<file path="src/rtl/sdram_frame_arbiter.sv">
// -----------------------------------------------------------------------------
// sdram_frame_arbiter
//   Shares one Avalon-MM SDRAM controller port between three masters:
//   display frame reader (id 0), camera frame writer (id 1) and CPU data
//   master (id 2). Bursts are bounded to MAX_BURST accepted transfers per
//   grant and rotate round-robin. An urgent display read wins arbitration
//   and cuts short a burst owned by another master. Read returns are routed
//   back to their issuer through an in-order tag FIFO.
//
// Ports
//   clk, reset                     clock, asynchronous active-high reset
//   d_*                            display reader (read-only) + d_urgent
//   c_*                            camera writer (write-only)
//   p_*                            CPU master (read/write, byteenable)
//   s_*                            command/return toward the SDRAM controller
//   err_orphan                     sticky: return arrived with no read pending
// -----------------------------------------------------------------------------
module sdram_frame_arbiter #(
  parameter int unsigned ADDR_W      = 24,
  parameter int unsigned DATA_W      = 16,
  parameter int unsigned MAX_BURST   = 8,
  parameter int unsigned MAX_PENDING = 8
) (
  input  logic                  clk,
  input  logic                  reset,
  // display reader
  input  logic [ADDR_W-1:0]     d_address,
  input  logic                  d_read,
  input  logic                  d_urgent,
  output logic                  d_waitrequest,
  output logic [DATA_W-1:0]     d_readdata,
  output logic                  d_readdatavalid,
  // camera writer
  input  logic [ADDR_W-1:0]     c_address,
  input  logic                  c_write,
  input  logic [DATA_W-1:0]     c_writedata,
  output logic                  c_waitrequest,
  // CPU data master
  input  logic [ADDR_W-1:0]     p_address,
  input  logic                  p_read,
  input  logic                  p_write,
  input  logic [DATA_W-1:0]     p_writedata,
  input  logic [DATA_W/8-1:0]   p_byteenable,
  output logic                  p_waitrequest,
  output logic [DATA_W-1:0]     p_readdata,
  output logic                  p_readdatavalid,
  // SDRAM controller slave
  output logic [ADDR_W-1:0]     s_address,
  output logic                  s_read,
  output logic                  s_write,
  output logic [DATA_W-1:0]     s_writedata,
  output logic [DATA_W/8-1:0]   s_byteenable,
  input  logic                  s_waitrequest,
  input  logic [DATA_W-1:0]     s_readdata,
  input  logic                  s_readdatavalid,
  // status
  output logic                  err_orphan
);

  localparam int unsigned CNT_W = 8;
  localparam int unsigned PTR_W = $clog2(MAX_PENDING);
  localparam int unsigned LVL_W = PTR_W + 1;

  localparam logic [1:0] ID_D = 2'd0;
  localparam logic [1:0] ID_C = 2'd1;
  localparam logic [1:0] ID_P = 2'd2;

  typedef enum logic {
    IDLE = 1'b0,
    OWN  = 1'b1
  } state_t;

  state_t             state;
  state_t             nxt_state;

  logic [1:0]         grant;
  logic [1:0]         last;
  logic [1:0]         pick;
  logic [1:0]         rr1;
  logic [1:0]         rr2;
  logic [CNT_W-1:0]   count;

  logic [2:0]         req;
  logic               d_hot;
  logic               own_rd;
  logic               own_wr;
  logic               own_wait;
  logic               accept;
  logic               push;
  logic               pop;
  logic               tag_full;
  logic               owner_done;

  logic [LVL_W-1:0]   level;
  logic [PTR_W-1:0]   wr_ptr;
  logic [PTR_W-1:0]   rd_ptr;
  logic [1:0]         tag_mem [MAX_PENDING];
  logic [1:0]         pop_id;
  logic [DATA_W-1:0]  rdata_q;

  function automatic logic is_req(input logic [1:0] id, input logic [2:0] r);
    case (id)
      2'd0:    return r[0];
      2'd1:    return r[1];
      default: return r[2];
    endcase
  endfunction

  // Arbitration: urgent display first, else first requester after last owner
  always_comb begin
    req   = {p_read | p_write, c_write, d_read};
    d_hot = d_read & d_urgent;
    rr1   = (last == ID_P) ? ID_D : last + 2'd1;
    rr2   = (rr1 == ID_P) ? ID_D : rr1 + 2'd1;
    if (d_hot)                 pick = ID_D;
    else if (is_req(rr1, req)) pick = rr1;
    else if (is_req(rr2, req)) pick = rr2;
    else                       pick = last;
  end

  // State register
  always_ff @(posedge clk or posedge reset) begin
    if (reset) state <= IDLE;
    else       state <= nxt_state;
  end

  // Next-state logic
  always_comb begin
    nxt_state = state;
    case (state)
      IDLE:    if (|req) nxt_state = OWN;
      OWN:     if (owner_done) nxt_state = IDLE;
      default: nxt_state = IDLE;
    endcase
  end

  // Output logic: command mux, waitrequests, acceptance and burst exit
  always_comb begin
    s_address     = '0;
    s_read        = 1'b0;
    s_write       = 1'b0;
    s_writedata   = '0;
    s_byteenable  = '0;
    d_waitrequest = 1'b1;
    c_waitrequest = 1'b1;
    p_waitrequest = 1'b1;
    own_rd        = 1'b0;
    own_wr        = 1'b0;
    own_wait      = 1'b1;
    accept        = 1'b0;
    push          = 1'b0;
    owner_done    = 1'b0;

    if (state == OWN) begin
      case (grant)
        ID_D: begin
          own_rd       = d_read;
          s_address    = d_address;
          s_byteenable = '1;
        end
        ID_C: begin
          own_wr       = c_write;
          s_address    = c_address;
          s_writedata  = c_writedata;
          s_byteenable = '1;
        end
        default: begin
          // a simultaneous read+write from the CPU is treated as a write
          own_rd       = p_read & ~p_write;
          own_wr       = p_write;
          s_address    = p_address;
          s_writedata  = p_writedata;
          s_byteenable = p_byteenable;
        end
      endcase

      // reads stall while every tag slot holds an outstanding read
      s_read   = own_rd & ~tag_full;
      s_write  = own_wr;
      own_wait = s_waitrequest | (own_rd & tag_full);

      case (grant)
        ID_D:    d_waitrequest = own_wait;
        ID_C:    c_waitrequest = own_wait;
        default: p_waitrequest = own_wait;
      endcase

      accept     = (s_read | s_write) & ~s_waitrequest;
      push       = accept & s_read;
      owner_done = ~(own_rd | own_wr)
                 | (accept & (count == CNT_W'(MAX_BURST - 1)))
                 | (accept & (grant != ID_D) & d_hot);
    end
  end

  // Grant, rotation pointer and burst counter
  always_ff @(posedge clk or posedge reset) begin
    if (reset) begin
      grant <= ID_D;
      last  <= ID_P;
      count <= '0;
    end else begin
      if ((state == IDLE) && (|req)) begin
        grant <= pick;
        count <= '0;
      end else if (accept) begin
        count <= count + CNT_W'(1);
      end
      if (owner_done) last <= grant;
    end
  end

  // In-order read tag FIFO
  assign tag_full = (level == LVL_W'(MAX_PENDING));
  assign pop      = s_readdatavalid & (level != '0);
  assign pop_id   = tag_mem[rd_ptr];

  always_ff @(posedge clk or posedge reset) begin
    if (reset) begin
      wr_ptr <= '0;
      rd_ptr <= '0;
      level  <= '0;
    end else begin
      if (push) wr_ptr <= wr_ptr + PTR_W'(1);
      if (pop)  rd_ptr <= rd_ptr + PTR_W'(1);
      case ({push, pop})
        2'b10:   level <= level + LVL_W'(1);
        2'b01:   level <= level - LVL_W'(1);
        default: level <= level;
      endcase
    end
  end

  // Tag storage needs no reset; the pointers define what is valid
  always_ff @(posedge clk) begin
    if (push) tag_mem[wr_ptr] <= grant;
  end

  // Return path: one register stage, valid steered by the popped tag
  always_ff @(posedge clk or posedge reset) begin
    if (reset) begin
      rdata_q         <= '0;
      d_readdatavalid <= 1'b0;
      p_readdatavalid <= 1'b0;
      err_orphan      <= 1'b0;
    end else begin
      d_readdatavalid <= pop & (pop_id == ID_D);
      p_readdatavalid <= pop & (pop_id == ID_P);
      if (pop) rdata_q <= s_readdata;
      if (s_readdatavalid & (level == '0)) err_orphan <= 1'b1;
    end
  end

  assign d_readdata = rdata_q;
  assign p_readdata = rdata_q;

endmodule

</file>
<file path="config.mk">
export PLATFORM = sky130hd
export DESIGN_NAME = sdram_frame_arbiter
export DESIGN_NICKNAME = d
export VERILOG_FILES = /design/src/rtl/sdram_frame_arbiter.sv
export SDC_FILE = /design/constraint.sdc
export NUM_CORES = 1
export LEC_CHECK = 0
export ABC_CLOCK_PERIOD_IN_PS = 2800
export CAP_MARGIN = 40
export CORE_ASPECT_RATIO = 1.25
export CORE_MARGIN = 1.5
export CORE_UTILIZATION = 39
export CTS_BUF_LIST = sky130_fd_sc_hd__clkbuf_2 sky130_fd_sc_hd__clkbuf_4 sky130_fd_sc_hd__clkbuf_8
export CTS_CLUSTER_DIAMETER = 60
export DETAILED_ROUTE_END_ITERATION = 10
export GPL_TIMING_DRIVEN = 1
export PLACE_DENSITY = 0.82
export SLEW_MARGIN = 15
export SYNTH_ARGS = -nofsm -noshare
export SYNTH_HDL_FRONTEND = slang
export SYNTH_SLANG_ARGS = --single-unit
export TNS_END_PERCENT = 30
</file>
<file path="constraint.sdc">
create_clock -name clk -period 2.8 [get_ports clk]
set_input_delay 0.56 -clock clk [delete_from_list [all_inputs] [get_ports clk]]
set_output_delay 0.56 -clock clk [all_outputs]
set_load 0.02 [all_outputs]
</file>
# Word level (Yosys, flattened, before mapping)

Memories as Yosys holds them, arrays and structs flattened.
Cells that the tools add are included.

Register bits: 42
Input bits: 131
Bits in writable memories: 16
Memories kept: 1

Memories:

| name    | words | width | read ports | clocked after memory_dff | write ports | line | RTL |
|---|---|---|---|---|---|---|---|
| tag_mem | 8     | 2     | 1          | 0                        | 1           | 97   | `logic [1:0] tag_mem [MAX_PENDING];` |

Muxes and demuxes: 39
Reductions and logical operators: 12
Bitwise operators: 24
Equality and inequality tests: 10
$add $sub $neg: 7

Operators by type and width:

| operator            | count |
|---|---|
| $pmux 24 s2         | 1 |
| $pmux 16 s2         | 1 |
| $mux 24             | 1 |
| $mux 1              | 20 |
| $mux 16             | 1 |
| $mux 8              | 2 |
| $mux 2              | 7 |
| $and 1x1->1         | 13 |
| $pmux 1 s2          | 5 |
| $add 8x1->8 const B | 1 |
| $eq 2x1->1 const B  | 4 |
| $eq 2x2->1 const B  | 4 |
| $eq 8x3->1 const B  | 1 |
| $logic_not 2->1     | 4 |
| $pmux 4 s2          | 1 |
| $add 3x1->3 const B | 2 |
| $or 1x1->1          | 6 |
| $reduce_bool 2->1   | 3 |
| $not 1->1           | 5 |
| $add 2x1->2 const B | 2 |
| $add 4x1->4 const B | 1 |
| $eq 4x4->1 const B  | 1 |
| $logic_not 4->1     | 1 |
| $reduce_bool 4->1   | 1 |
| 4 further kinds     | 4 |

# Depth between registers and ports, before layout

Gate-level depths: netlist of run 1.

Depth in word-level cells: 13
Depth in mapped cells: 12

# Worst setup path after synthesis of run 1

OpenSTA, ideal clock, no wires.

Kind: reg-to-reg
From: reg level[1]
To: reg level[2]
Slack: 0.436 ns
Cell stages (with the launch flop): 13
Clock period less this slack: 2.364 ns
Setup time: 0.126 ns
Arrival time: 2.238 ns
Path through: dfrtp_1 buf_6 or4b_4 o21ai_4 nor2_8 inv_8 ha_1 xor2_1 ha_1 a21oi_1 xor2_1 nor2_1 xor2_1

Word-level cells in the longest chain between the ends: 9
Elaborated cells on any way between the ends: 15
Classes of those cells: add/sub (2); eq/ne (3); mux (2); bitwise (6); reduce/logical (2)

RTL lines:

| what                                                   | line | RTL |
|---|---|---|
| start: declaration                                     | 94   | `logic [LVL_W-1:0] level;` |
| start signal: assignment                               | 227  | `2'b10: level <= level + LVL_W'(1);` |
| start signal: assignment                               | 228  | `2'b01: level <= level - LVL_W'(1);` |
| start signal: assignment                               | 229  | `default: level <= level;` |
| $eq 4x4->1                                             | 214  | `assign tag_full = (level == LVL_W'(MAX_PENDING));` |
| $not 1->1                                              | 178  | `s_read = own_rd & ~tag_full;` |
| $and 1x1->1                                            | 178  |  |
| $or 1x1->1                                             | 188  | `accept = (s_read \| s_write) & ~s_waitrequest;` |
| $and 1x1->1                                            | 188  |  |
| $and 1x1->1                                            | 189  | `push = accept & s_read;` |
| $mux 1                                                 | 154  | `if (state == OWN) begin` |
| $eq 2x1->1 / $eq 2x2->1 (equally long branches)        | 226  | `case ({push, pop})` |
| $pmux 4 s2 / $reduce_bool 2->1 (equally long branches) | -    |  |

Several ways; a longest one is shown, not always the timed one.
A chain may end at the register's enable or synchronous reset.

# Worst setup path after layout of run 1

From: in d_address[19]
To: out s_address[19]

Word-level cells in the longest chain between the ends: 2

RTL lines:

| what               | line | RTL |
|---|---|---|
| start: declaration | 27   | `input logic [ADDR_W-1:0] d_address,` |
| $pmux 24 s2        | 155  | `case (grant)` |
| $mux 24            | 154  |  |
| end: declaration   | 48   | `output logic [ADDR_W-1:0] s_address,` |

Every way passes these cells.

==> summary by stage, run 1 <==
Worst setup path
Along the worst path, the maximum fanout reaches 1. The required time of the worst setup path is 2240 ps. Broken down by cell family, the worst path's largest delay share belongs to buffers and inverters. The kind of end point of the critical path is an output pin. The launching element type of the critical path is a primary input.

The length in cells of the worst reg-to-reg path is 10. The slowest stage cell on the critical path is sky130_fd_sc_hd__clkdlybuf4s50_1. The endpoint arrival time on the critical path is 2170 ps. The number of buffer and inverter stages on the critical path is 2. Counting buffers and inverters, the worst setup path is 6 cells deep. For this run, the slowest stage of the critical path takes 670 ps. Traced cell by cell, the critical path runs through clkdlybuf4s50_1 > mux2i_1 > nor2_1 > a21oi_1 > nor2_1 > clkdlybuf4s50_1. The kind of critical path is in -> out.

Detailed routing
The detailed router's first-iteration violation count is 222. Dividing the detail-routed via count by the number of cells gives 5.17. The via count is 3833.

After detailed routing, the number of remaining DRC violations is 0. Summed over all layers, the routed wires come to 12600 µm. In the final routed layout, each cell accounts on average for 17.0 µm.

The first detailed-routing pass took 5 iterations. The count of antenna-violating nets left after detailed routing is 0.

Final layout
The library cell used most frequently in the layout, excluding fill and tap cells, is sky130_fd_sc_hd__clkdlybuf4s50_1. The final antenna diode count is 0. The final design utilization is 68.7%.

The library cells used most frequently in the layout, excluding fill and tap cells, are 207 x sky130_fd_sc_hd__clkdlybuf4s50_1, 71 x sky130_fd_sc_hd__nand2_1, 55 x sky130_fd_sc_hd__nor2_1. The post-route netlist has 11.5% of its cells at a drive strength greater than 1. The area growth from synthesis to layout is 70.9%.

The number of nets in the layout is 751.

Placed design
The final weighted congestion in routability-driven placement is 0.819. Buffers placed on the I/O ports in this run total 212. The detailed-placement wirelength estimate is 9900 µm.

Pwr
The clock group share of total power is 17.2%. For this design the static power due to leakage is 2.67 nW. The switching share of power is 41.0%. Dividing total power by cell area gives a power density of 947 nW/µm². The share of total power dissipated in combinational logic is 58.5%. The worst-case vdd ir drop is 0.000484 V. The internal portion of the total power is 3.50 mW. The switching component of the power is 2.43 mW. The share of total power dissipated in sequential elements is 24.3%.

Floorplanning
The floorplan has 39 rows. The die is 111 µm tall. Pin placement for this block handled 213 I/O pins. The total die area is 10000 µm². The core box area is 9130 µm².

Measured along the x axis, the die boundary spans 89.8 µm. The initial standard-cell utilization of the core is 40.2%.

Clock tree
In this run, post-CTS hold repair placed 0 buffers. The root buffer cell chosen for the clock tree is sky130_fd_sc_hd__clkbuf_8. The number of buffers added by the clock tree synthesis step is 9. The clock tree from TritonCTS is yes. The clock tree synthesis step divided the H-tree into 3 levels. The clock passes through at most 2 buffers. The clock latency on the worst-skew pair is 340 ps. The number of clock sinks is 58.

After clock tree synthesis, the clock-pin slew on the worst setup and hold paths is 70 ps.

Synthesis
The share of flip-flops with an asynchronous set or reset is 72.4%. The number of instances in the synthesized netlist is 400. The post-synthesis cell area is 3670 µm². The post-synthesis average cell area is 9.17 µm². The synthesized design contains 58 register bits.

The number of flops mapped to enable cells by yosys is 16. The number of distinct library cells after synthesis is 57. The count of warnings emitted by yosys is 0. The most used flip-flop cell after synthesis is sky130_fd_sc_hd__dfrtp_1. Sequential cells were found to cover 41.8% of the synthesized design area. The total nets after synthesis is 537.

Timing
Setup violations remaining at the end of the flow were counted as 0. The final critical path takes up 97.6% of the cycle. Between clock sinks in the finished design, the worst skew comes to 5.97 ps. The worst-case hold slack is 474 ps. The timing-limited maximum frequency is 366 MHz.

At the pin with the least slew margin, the transition time is 643 ps. The worst relative slew slack is 56.5%. The smallest clock period supported by the final layout is computed as 2730 ps. The number of failing hold endpoints at the final stage is 0. The number of pins exceeding their max-slew limit in the final report was 0.

Global routing
The pin count of the biggest net entering global routing is 43. The wire length of the first global-routing pass is 19400 µm. Global routing used 24.6% of the available tracks across all layers. The number of antenna violations at the first check in global routing is 0. The leftover overflow at the end of global routing is 0.

The via count of the first global-routing pass is 3840.

Run status
The run finished with clean final reports.

Flow run
The tool flagged a number of max-cap violations equal to 0.

Worst hold path
In this run the worst hold path is classified as reg -> reg. Counting instances, the worst hold path has a depth of 1.
## final timing paths
path                       slack [ps]          start              to
max                                70  d_address[19]   s_address[19]
min                               470     err_orphan      err_orphan
max reg2reg                       360       level[1]        level[2]
min reg2reg                       470     err_orphan      err_orphan
max in group asynchronous        1710          reset        grant[1]
min in group asynchronous         680          reset  d_readdata[13]
## worst reg2reg max path, delay by kind of cell (launching register included)
kind / cells / cell delay [ps]
AOI/OAI and AO/OA: 1 / 160
xor gates and xnor gates: 3 / 470
adders and majority gates: 2 / 420
buffers and inverters: 1 / 120
DFF: 1 / 480
and+or+nand+nor: 3 / 680
## per-stage QoR
| step | total power, mW | area (µm²) | instances | worst slack [ps] | setup TNS [ps] |
|---|---|---|---|---|---|
| 2_1_floorplan | 3.37 | 3670 | 400 | 436 | 0 |
| 3_3_place_gp | 4.76 | 5950 | 723 | -74.0 | -109 |
| 3_5_place_dp | 4.85 | 5950 | 723 | -75.1 | -225 |
| 4_1_cts | 5.90 | 6220 | 739 | 3.51 | 0 |
| 5_1_grt | 6.25 | 6270 | 742 | -2.91 | -2.91 |
| 6_report | 5.94 | 6270 | 742 | 68.6 | 0 |
## flip-flops by register name (all words and copies together), names as in the netlist
signal           cells
state                1
grant                2
d_readdata          16
rd_ptr               3
count                8
d_readdatavalid      1
wr_ptr               3
level                4
err_orphan           1
p_readdatavalid      1
tag_mem             16
last                 2
## per-layer routing
metal,vias to the layer above,routed length (µm),track usage [%]
met4,0,236,9.42
met5,-,0,0
met2,225,6750,46.4
met3,26,1040,6.35
met1,1775,4610,26.1
li1,1807,-,-
## power groups by stage
stage	logic (mW)	registers [mW]	clock network [mW]
after floorplan	1.97	1.40	0
after global placement	3.32	1.44	0
after detailed placement	3.39	1.46	0
after CTS	3.41	1.46	1.03
after global routing	3.70	1.48	1.06
final	3.47	1.44	1.02
## cell families after synthesis
kind of cell / Yosys count / synth area share (%)
buf+inv: 48 / 7.13
fa+ha+maj: 6 / 2.05
compound gates: 76 / 14.4
simple gates: 169 / 21.9
flops: 58 / 41.8
mux: 33 / 10.5
xor+xnor: 10 / 2.39
## cells in the mapped netlist, types with 6 or more instances
| cell type | number | share of area, % |
|---|---|---|
| sky130_fd_sc_hd__dfrtp_1 | 41 | 28 |
| sky130_fd_sc_hd__ha_1 | 6 | 2.0 |
| sky130_fd_sc_hd__nor2_1 | 55 | 5.6 |
| sky130_fd_sc_hd__a22o_1 | 16 | 3.8 |
| sky130_fd_sc_hd__inv_1 | 9 | 0.92 |
| sky130_fd_sc_hd__edfxtp_1 | 16 | 13 |
| sky130_fd_sc_hd__nand2_1 | 71 | 7.3 |
| sky130_fd_sc_hd__clkbuf_1 | 11 | 1.1 |
| sky130_fd_sc_hd__mux2i_1 | 26 | 7.1 |
| sky130_fd_sc_hd__buf_4 | 16 | 3.3 |
| sky130_fd_sc_hd__a21oi_1 | 33 | 4.5 |
| sky130_fd_sc_hd__o21ai_0 | 7 | 0.95 |
| sky130_fd_sc_hd__nand3_1 | 6 | 0.82 |
## final cells by class
cell class | instances | area [µm²]
tap | 123 | 154
clock buffer | 10 | 131
clock inverter | 6 | 129
multi-input combinational | 294 | 1890
fill | 715 | 2850
timing repair buffer | 241 | 2380
inverter | 10 | 45.0
sequential | 58 | 1540
## repair_timing
action | in CTS | in global routing
buffers inserted | 0 | 3
endpoints found under the hold margin | 0 | 0
setup endpoints to repair | 41 | 37
gates resized for setup | 3 | 8
No activity file was read; power rests on OpenSTA's default activity.
==> run 2: changes to the inputs <==
- TNS_END_PERCENT: 30 -> 50
==> results of run 2 <==
No change in the layout: final DEF, timing and power equal those of run 1.
